### config.mk
export PLATFORM = sky130hd
export DESIGN_NAME = wb_master_cmd
export DESIGN_NICKNAME = d
export VERILOG_FILES = /design/src/rtl/wb_master_cmd.sv
export SDC_FILE = /design/constraint.sdc
export NUM_CORES = 1
export LEC_CHECK = 0
export ABC_CLOCK_PERIOD_IN_PS = 4700
export CAP_MARGIN = 30
export CORE_ASPECT_RATIO = 0.75
export CORE_MARGIN = 2
export CORE_UTILIZATION = 37
export CTS_CLUSTER_SIZE = 12
export DETAILED_ROUTE_END_ITERATION = 10
export PLACE_DENSITY = 0.89
export SLEW_MARGIN = 20
export SYNTH_ARGS = -nofsm -noshare
export SYNTH_HDL_FRONTEND = slang
export SYNTH_SLANG_ARGS = --single-unit
### constraint.sdc
create_clock -name clk_i -period 4.7 [get_ports clk_i]
set_clock_uncertainty 0.05 [all_clocks]
set_input_delay 1.41 -clock clk_i [delete_from_list [all_inputs] [get_ports clk_i]]
set_output_delay 1.41 -clock clk_i [all_outputs]
set_load 0.02 [all_outputs]
### src/rtl/wb_master_cmd.sv
// wb_master_cmd: one-shot command to single Wishbone B4 pipelined transaction with bounded retry; optional timeout under WBM_TIMEOUT_EN
module wb_master_cmd #(
   parameter int ADDR_W         = 32,
   parameter int MAX_RETRY      = 3,
   parameter int TIMEOUT_CYCLES = 255
) (
   input  logic              clk_i,
   input  logic              rst_i,
   input  logic              cmd_req_i,
   input  logic              cmd_we_i,
   input  logic [ADDR_W-1:0] cmd_adr_i,
   input  logic [31:0]       cmd_dat_i,
   input  logic [3:0]        cmd_sel_i,
   output logic              busy_o,
   output logic              done_o,
   output logic [1:0]        status_o,
   output logic [31:0]       rdata_o,
   output logic              wb_cyc_o,
   output logic              wb_stb_o,
   output logic              wb_we_o,
   output logic [ADDR_W-1:0] wb_adr_o,
   output logic [3:0]        wb_sel_o,
   output logic [31:0]       wb_dat_o,
   input  logic              wb_ack_i,
   input  logic              wb_err_i,
   input  logic              wb_rty_i,
   input  logic              wb_stall_i,
   input  logic [31:0]       wb_dat_i
);
   typedef enum logic [2:0] {IDLE, REQ, WAIT, GAP, DONE} state_t;
   localparam logic [3:0] MAX_R = 4'(MAX_RETRY);
   state_t state;
   logic [3:0] rty_cnt;
   logic act, take, resp, retry, fin, tmo_hit;
   logic [1:0] fin_st;
   // response decode: err > rty > ack, timeout only when nothing answered
   always_comb begin
      act    = state == REQ || state == WAIT;
      take   = state == WAIT || (state == REQ && !wb_stall_i);
      resp   = take && (wb_err_i || wb_rty_i || wb_ack_i);
      retry  = take && !wb_err_i && wb_rty_i && rty_cnt != MAX_R;
      fin    = act && !retry && (resp || tmo_hit);
      fin_st = !resp ? 2'b11 : wb_err_i ? 2'b01 : wb_rty_i ? 2'b10 : 2'b00;
   end
`ifdef WBM_TIMEOUT_EN
   localparam int TW = $clog2(TIMEOUT_CYCLES + 1);
   localparam logic [TW-1:0] TMO_LAST = TW'(TIMEOUT_CYCLES - 1);
   logic [TW-1:0] tmo_cnt;
   // cycles of cyc=1 since the latest REQ entry
   always_ff @(posedge clk_i or posedge rst_i)
      if (rst_i) tmo_cnt <= '0;
      else if (!act) tmo_cnt <= '0;
      else tmo_cnt <= tmo_cnt + 1'b1;
   assign tmo_hit = act && tmo_cnt == TMO_LAST;
`else
   logic unused_tmo;
   assign unused_tmo = ^TIMEOUT_CYCLES;
   assign tmo_hit = 1'b0;
`endif
   // transaction FSM with registered bus and handshake outputs
   always_ff @(posedge clk_i or posedge rst_i)
      if (rst_i) begin
         state    <= IDLE;
         rty_cnt  <= '0;
         busy_o   <= 1'b0;
         done_o   <= 1'b0;
         status_o <= 2'b00;
         rdata_o  <= '0;
         wb_cyc_o <= 1'b0;
         wb_stb_o <= 1'b0;
         wb_we_o  <= 1'b0;
         wb_adr_o <= '0;
         wb_sel_o <= '0;
         wb_dat_o <= '0;
      end else begin
         done_o <= 1'b0;
         case (state)
            IDLE: if (cmd_req_i) begin
               wb_we_o  <= cmd_we_i;
               wb_adr_o <= cmd_adr_i;
               wb_dat_o <= cmd_dat_i;
               wb_sel_o <= cmd_sel_i;
               wb_cyc_o <= 1'b1;
               wb_stb_o <= 1'b1;
               busy_o   <= 1'b1;
               state    <= REQ;
            end
            REQ, WAIT: if (fin) begin
               if (resp && !wb_err_i && !wb_rty_i && !wb_we_o) rdata_o <= wb_dat_i;
               status_o <= fin_st;
               wb_cyc_o <= 1'b0;
               wb_stb_o <= 1'b0;
               busy_o   <= 1'b0;
               done_o   <= 1'b1;
               rty_cnt  <= '0;
               state    <= DONE;
            end else if (retry) begin
               rty_cnt  <= rty_cnt + 4'd1;
               wb_cyc_o <= 1'b0;
               wb_stb_o <= 1'b0;
               state    <= GAP;
            end else if (state == REQ && !wb_stall_i) begin
               wb_stb_o <= 1'b0;
               state    <= WAIT;
            end
            GAP: begin
               wb_cyc_o <= 1'b1;
               wb_stb_o <= 1'b1;
               state    <= REQ;
            end
            default: state <= IDLE;
         endcase
      end
endmodule
==> flow_summary_export.csv, run 1 <==
group,metric,value,unit
sta,rsz0062_at_grt,"false",
floorplan,start_util,38.0,%
synth,synth_seq_cells,114,
hold_path,whs_path_depth,1,
sta,slew_violations,0,
worst_setup_path,critPathCaptureType,"register",
synth,synth_top_area_share,64.4,%
flow_run,max_cap_viol_count,0,
placement,io_buffers,214,
hold_path,worstHoldStart,"rdata_o[0]",
synth,avgSynthCellArea,15.9,µm²
floorplan,die_width,130,µm
sta,post-route-min-period,3.08,ns
pwr,p_int,3.59,mW
sta,hold_viol,0,
pwr,p_seq_share,32.0,%
worst_setup_path,cp_max_fo,32,
clock_network,cts.sinks,114,
worst_setup_path,worstPathRequired,4.93,ns
hold_path,holdPathEnd,"rdata_o[0]",
sta,setup-tns-final,0,ns
sta,slew_headroom,60.4,%
worst_setup_path,r2r_cells,5,
sta,fmax,324,MHz
global_route,antenna_found_initial,0,
clock_network,ctsHoldBuffers,0,
routing,drcViolationCount,0,
routing,via_count,3181,
sta,setup_viol,0,
synth,synthFlopType,"dfrtp_1",
placement,gp_congestion,0.809,
synth,ys_seq_area_share,64.4,%
routing,wl_per_cell,16.5,µm
clock_network,postCtsSetupBuffers,0,
clock_network,clockBufferDepth,2,
worst_setup_path,timing.rr.start,"state[0]",
pwr,finalPower,5.45,mW
pwr,cellPowerDensity,742,mW/mm²
pwr,p_clk_share,23.4,%
synth,post-synth-top-count-cell,"dfrtp_1",
clock_network,cts_resized,0,
placement,place_hpwl,8.48,mm
pwr,p_leak,3.04,nW
layout,antennaDiodeCount,0,
clock_network,path_clk_slew,0.06,ns
routing,dr.first_iter.drc_count,185,
clock_network,cts_root_buf,"clkbuf_16",
clock_network,htreeDepth,4,
sta,worst_pin_slew,0.594,ns
worst_setup_path,crit_path_start_kind,"input pin",
layout,multiInputGateArea,0.00150,mm²
clock_network,cts_tree,"built",
pwr,pwr-share-comb,44.7,%
worst_setup_path,path_class,"input pin to register",
sta,fin_crit_sh,65.6,%
synth,syn-num-nets,387,
synth,synth_async_sr_flop_share,100,%
layout,finalNonFillerCells,681,
layout,nNetsFinal,615,
layout,drive_above_1_share,27.9,%
floorplan,die_y,98.8,µm
global_route,grt_pass1_wl,18.0,mm
routing,wirelength,11.2,mm
worst_setup_path,crit_arrival,3.32,ns
pwr,irDropWorstVdd,0.000339,V
synth,synth_edf_count,0,
routing,viasPerCell,4.67,
global_route,grt.total_usage,18.4,%
worst_setup_path,reg2reg_slack,2.54,ns
global_route,grt_overflow,0,
layout,seq_area,0.00285,mm²
floorplan,num_rows,34,
synth,yosys_warnings,0,
routing,dr.pass1.iters,4,
clock_network,numCtsBuffers,17,
floorplan,die-area,0.0129,mm²
outcome,status,"finished, final reports clean",
placement,dp.cells,649,
pwr,p_sw_share,34.1,%
floorplan,ios,215,
routing,drtAntennaViolNets,0,
synth,yosys-top-cells-count,"114 x dfrtp_1, 101 x mux2_2, 7 x buf_2",
synth,synthDistinctLibCells,33,
global_route,grt_pass1_vias,3493,
clock_network,clock_latency,0.40,ns
layout,fill_cells,905,
global_route,grt_max_degree,49,
synth,synth_area,0.00443,mm²
floorplan,core,0.0117,mm²
synth,yosys-top-cells-area,"dfrtp_1 64%, mux2_2 26%, buf_2 0.79%",
pwr,switchingPower,1.86,mW
worst_setup_path,r2r-end,"rdata_o[12]",
hold_path,hold_path_class,"register to register",
synth,netlist_instances,278,
layout,syn_to_final_growth,65.8,%
synth,synth_top_cell_by_area,"dfrtp_1",
[layout make-up]
| type | count | share of cell area [%] |
|---|---|---|
| Sequential cell | 114 | 38.8 |
| Timing Repair Buffer | 220 | 29.8 |
| Multi-Input combinational cell | 150 | 20.4 |
| Clock buffer | 18 | 5.98 |
| Tap cell | 162 | 2.76 |
| Clock inverter | 14 | 2.11 |
| Inverter | 3 | 0.187 |
[sequential cells by signal, summed over array words and instances (netlist names)]
| signal | count |
|---|---|
| done_o | 1 |
| busy_o | 1 |
| wb_stb_o | 1 |
| wb_dat_o | 32 |
| rdata_o | 32 |
| wb_adr_o | 32 |
| wb_sel_o | 4 |
| state | 3 |
| rty_cnt | 4 |
| wb_we_o | 1 |
| status_o | 2 |
| wb_cyc_o | 1 |
[kinds of logic (layout without fill, tap and decap cells)]
| kind of cell | count (synthesis) | in the layout | synth area share (%) |
|---|---|---|---|
| and+or+nand+nor | 26 | 26 | 4.01 |
| buffers and inverters | 14 | 255 | 1.98 |
| AOI/OAI and AO/OA | 20 | 20 | 3.22 |
| adders and majority gates | 1 | 1 | 0.282 |
| DFF | 114 | 114 | 64.4 |
| muxes | 103 | 103 | 26.1 |
[critical path, cell delays in order]
cell and delay [ns]:
clkdlybuf4s50_1 0.47, nor3b_4 0.29, o21ai_4 0.13, nor4_4 0.21, buf_4 0.40, mux2_2 0.39
[per-layer routing]
layer | part of all wire [%] | track usage (%) | vias to the layer above
met5 | 0 | 0 | -
met4 | 1.6 | 7.94 | 0
met3 | 6.3 | 6.24 | 11
met2 | 53 | 31.1 | 107
met1 | 39 | 21.4 | 1602
li1 | - | - | 1461
[layout by cell type, fill, tap and decap left out, drive strengths merged, types with 2 or more instances in the layout]
cell,Yosys,layout
o21a,2,2
nor2b,2,2
clkinv,0,4
mux2,102,102
inv,3,7
nand2b,5,5
clkdlybuf4s50,0,214
nand2,3,3
nor2,6,6
o21ai,5,5
a21oi,5,5
or3,2,2
dfrtp,114,114
a22o,2,2
clkbuf,0,18
clkinvlp,0,4
bufinv,0,2
nor3,2,2
buf,11,6
[worst max path at each step]
stage	startpoint	to	slack, ns	cells after the start
3_5_place_dp	wb_stall_i	rdata_o[12]	1.20	6
5_1_grt	wb_stall_i	rdata_o[12]	1.51	6
2_1_floorplan	rst_i	busy_o	0.22	1
6_report	wb_stall_i	rdata_o[12]	1.62	6
4_1_cts	wb_stall_i	rdata_o[12]	1.62	6
3_3_place_gp	wb_stall_i	rdata_o[13]	1.27	6
[power by group through the flow]
stage	Combinational [mW]	Clock (mW)	Sequential (mW)
floorplan	0.678	0	2.31
global placement	2.40	0	1.73
detailed placement	2.45	0	1.77
CTS	2.46	1.31	1.75
global route	2.56	1.36	1.81
finish	2.44	1.27	1.74
[metrics by stage]
step	hold WS [ns]	util, %	setup slack [ns]	cell area (µm²)
floorplan	0.428	-	0.224	4430
global placement	0.424	57.9	1.27	6750
detailed placement	0.431	57.9	1.20	6750
CTS	0.449	63.0	1.62	7350
global route	0.463	63.0	1.51	7350
finish	0.445	63.0	1.62	7350
Power figures use the tool's default switching activity.
==> run 2, diff against run 1 <==
ABC_CLOCK_PERIOD_IN_PS = 2600   (was 4700)
clock period = 2.6 ns   (was 4.7 ns; I/O delays follow)
==> flow_summary_export.csv, run 2 (same netlist as run 1, synthesis figures left out) <==
group,metric,value,unit
outcome,status,"finished, final reports clean",
pwr,cellPowerDensity,1370,mW/mm²
floorplan,die_y,98.8,µm
worst_setup_path,timing.rr.start,"state[0]",
pwr,p_clk_share,25.3,%
routing,drcViolationCount,0,
worst_setup_path,worstPathRequired,1.77,ns
layout,drive_above_1_share,28.0,%
hold_path,hold_path_class,"register to register",
flow_run,max_cap_viol_count,0,
routing,viasPerCell,4.68,
placement,place_hpwl,8.42,mm
worst_setup_path,critPathCaptureType,"output pin",
clock_network,cts_tree,"built",
sta,worst_pin_slew,0.325,ns
routing,dr.first_iter.drc_count,120,
sta,fmax,445,MHz
worst_setup_path,cpMaxStageDelayCell,"clkdlybuf4s50_1",
layout,fill_cells,915,
sta,slew_violations,0,
sta,post-route-min-period,2.25,ns
clock_network,postCtsSetupBuffers,0,
floorplan,ios,215,
layout,final_cell_mix,"214 x clkdlybuf4s50_1, 114 x dfrtp_1, 101 x mux2_2, 17 x clkbuf_16",
pwr,p_leak,3.10,nW
layout,final_area,0.00750,mm²
global_route,grt_pass1_wl,18.1,mm
global_route,grt_pass1_vias,3683,
global_route,grt.total_usage,18.5,%
clock_network,clockBufferDepth,2,
worst_setup_path,cpPeakStageDelay,0.62,ns
sta,setup_slack,0.355,ns
floorplan,die-area,0.0129,mm²
floorplan,die_width,130,µm
pwr,p_int,6.89,mW
layout,antennaDiodeCount,0,
sta,setup-tns-final,0,ns
pwr,p_sw_share,32.8,%
worst_setup_path,crit_arrival,1.42,ns
sta,fin_crit_sh,86.4,%
clock_network,cts_root_buf,"clkbuf_16",
pwr,irDropWorstVdd,0.000821,V
worst_setup_path,critPathLaunch,"wb_we_o",
routing,dr.pass1.iters,4,
floorplan,num_rows,34,
clock_network,htreeDepth,4,
worst_setup_path,cp_num_buf_inv,1,
sta,hold_viol,0,
worst_setup_path,crit_path_start_kind,"register",
sta,rsz0062_at_grt,"false",
placement,gp_congestion,0.822,
layout,seq_area,0.00285,mm²
global_route,antenna_found_initial,0,
layout,syn_to_final_growth,69.2,%
clock_network,numCtsBuffers,17,
clock_network,cts_resized,0,
pwr,switchingPower,3.36,mW
pwr,p_seq_share,31.0,%
placement,io_buffers,214,
layout,largestRegisters,"rdata_o: 32 flops, wb_adr_o: 32 flops, wb_dat_o: 32 flops",
global_route,grt_overflow,0,
worst_setup_path,cp_top_family,"buffers and inverters",
routing,via_count,3198,
pwr,finalPower,10.3,mW
sta,setup_viol,0,
placement,dpl_cell_area,0.00683,mm²
sta,slew_headroom,78.0,%
routing,drtAntennaViolNets,0,
floorplan,core,0.0117,mm²
worst_setup_path,worstPathCellList,"clkdlybuf4s50_1",
global_route,grt_max_degree,59,
clock_network,clock_latency,0.40,ns
worst_setup_path,path_class,"register to output pin",
layout,multiInputGateArea,0.00150,mm²
floorplan,start_util,38.0,%
worst_setup_path,cp_max_fo,3,
layout,nNetsFinal,617,
clock_network,ctsHoldBuffers,0,
placement,post-place-ws,-0.0500,ns
clock_network,path_clk_slew,0.05,ns
routing,wirelength,11.3,mm
pwr,pwr-share-comb,43.7,%
clock_network,cts.sinks,114,
layout,final_common_cell,"clkdlybuf4s50_1",
routing,wl_per_cell,16.6,µm
hold_path,worstHoldStart,"rdata_o[0]",
-- run 2: changes by cell type in the layout (fill, tap and decap cells not counted), sizes merged --
| cell | before | now |
|---|---|---|
| inv | 7 | 2 |
| buf | 6 | 8 |
| clkinv | 4 | 3 |
| clkinvlp | 4 | 6 |
| bufinv | 2 | 6 |
-- run 2: worst paths after layout --
path,to,slack (ns),depth (start not counted)
hold reg to reg,rdata_o[0],0.44,1
max in group asynchronous,wb_dat_o[29],1.43,3
setup / recovery,wb_we_o,0.35,1
setup reg to reg,rdata_o[25],0.65,5
min in group asynchronous,rdata_o[10],0.80,3
hold / removal,rdata_o[0],0.44,1
-- run 2: through the flow --
stage,utilization (%),hold WS (ns),std cells
6_report,64.3,0.437,683
3_5_place_dp,58.6,0.432,651
3_3_place_gp,58.6,0.424,651
5_1_grt,64.3,0.467,683
2_1_floorplan,-,0.428,278
4_1_cts,64.3,0.444,683
-- run 2: final cells by class --
| cell class | instances | area share [%] |
|---|---|---|
| repair buffers | 222 | 30.2 |
| flip-flops and latches | 114 | 38.0 |
| well taps | 162 | 2.70 |
| clock inverters | 14 | 3.15 |
| inverters | 3 | 0.200 |
| multi-input cells | 150 | 20.0 |
| clock buffers | 18 | 5.72 |
-- run 2: metal layers --
metal  track usage, %  wire length [µm]  vias up
li1                 -                 -     1459
met1             20.2              4420     1615
met2             31.9              5990      110
met3             7.65               804       14
met4             7.28               128        0
met5                0                 0        -
-- run 2: power groups by stage --
stage                     clock (mW)  sequential [mW]  combinational [mW]
after CTS                       2.66             3.19                4.53
after floorplan                    0             4.17                1.23
after detailed placement           0             3.20                4.51
after global routing            2.74             3.30                4.70
final                           2.60             3.18                4.48
after global placement             0             3.13                4.41
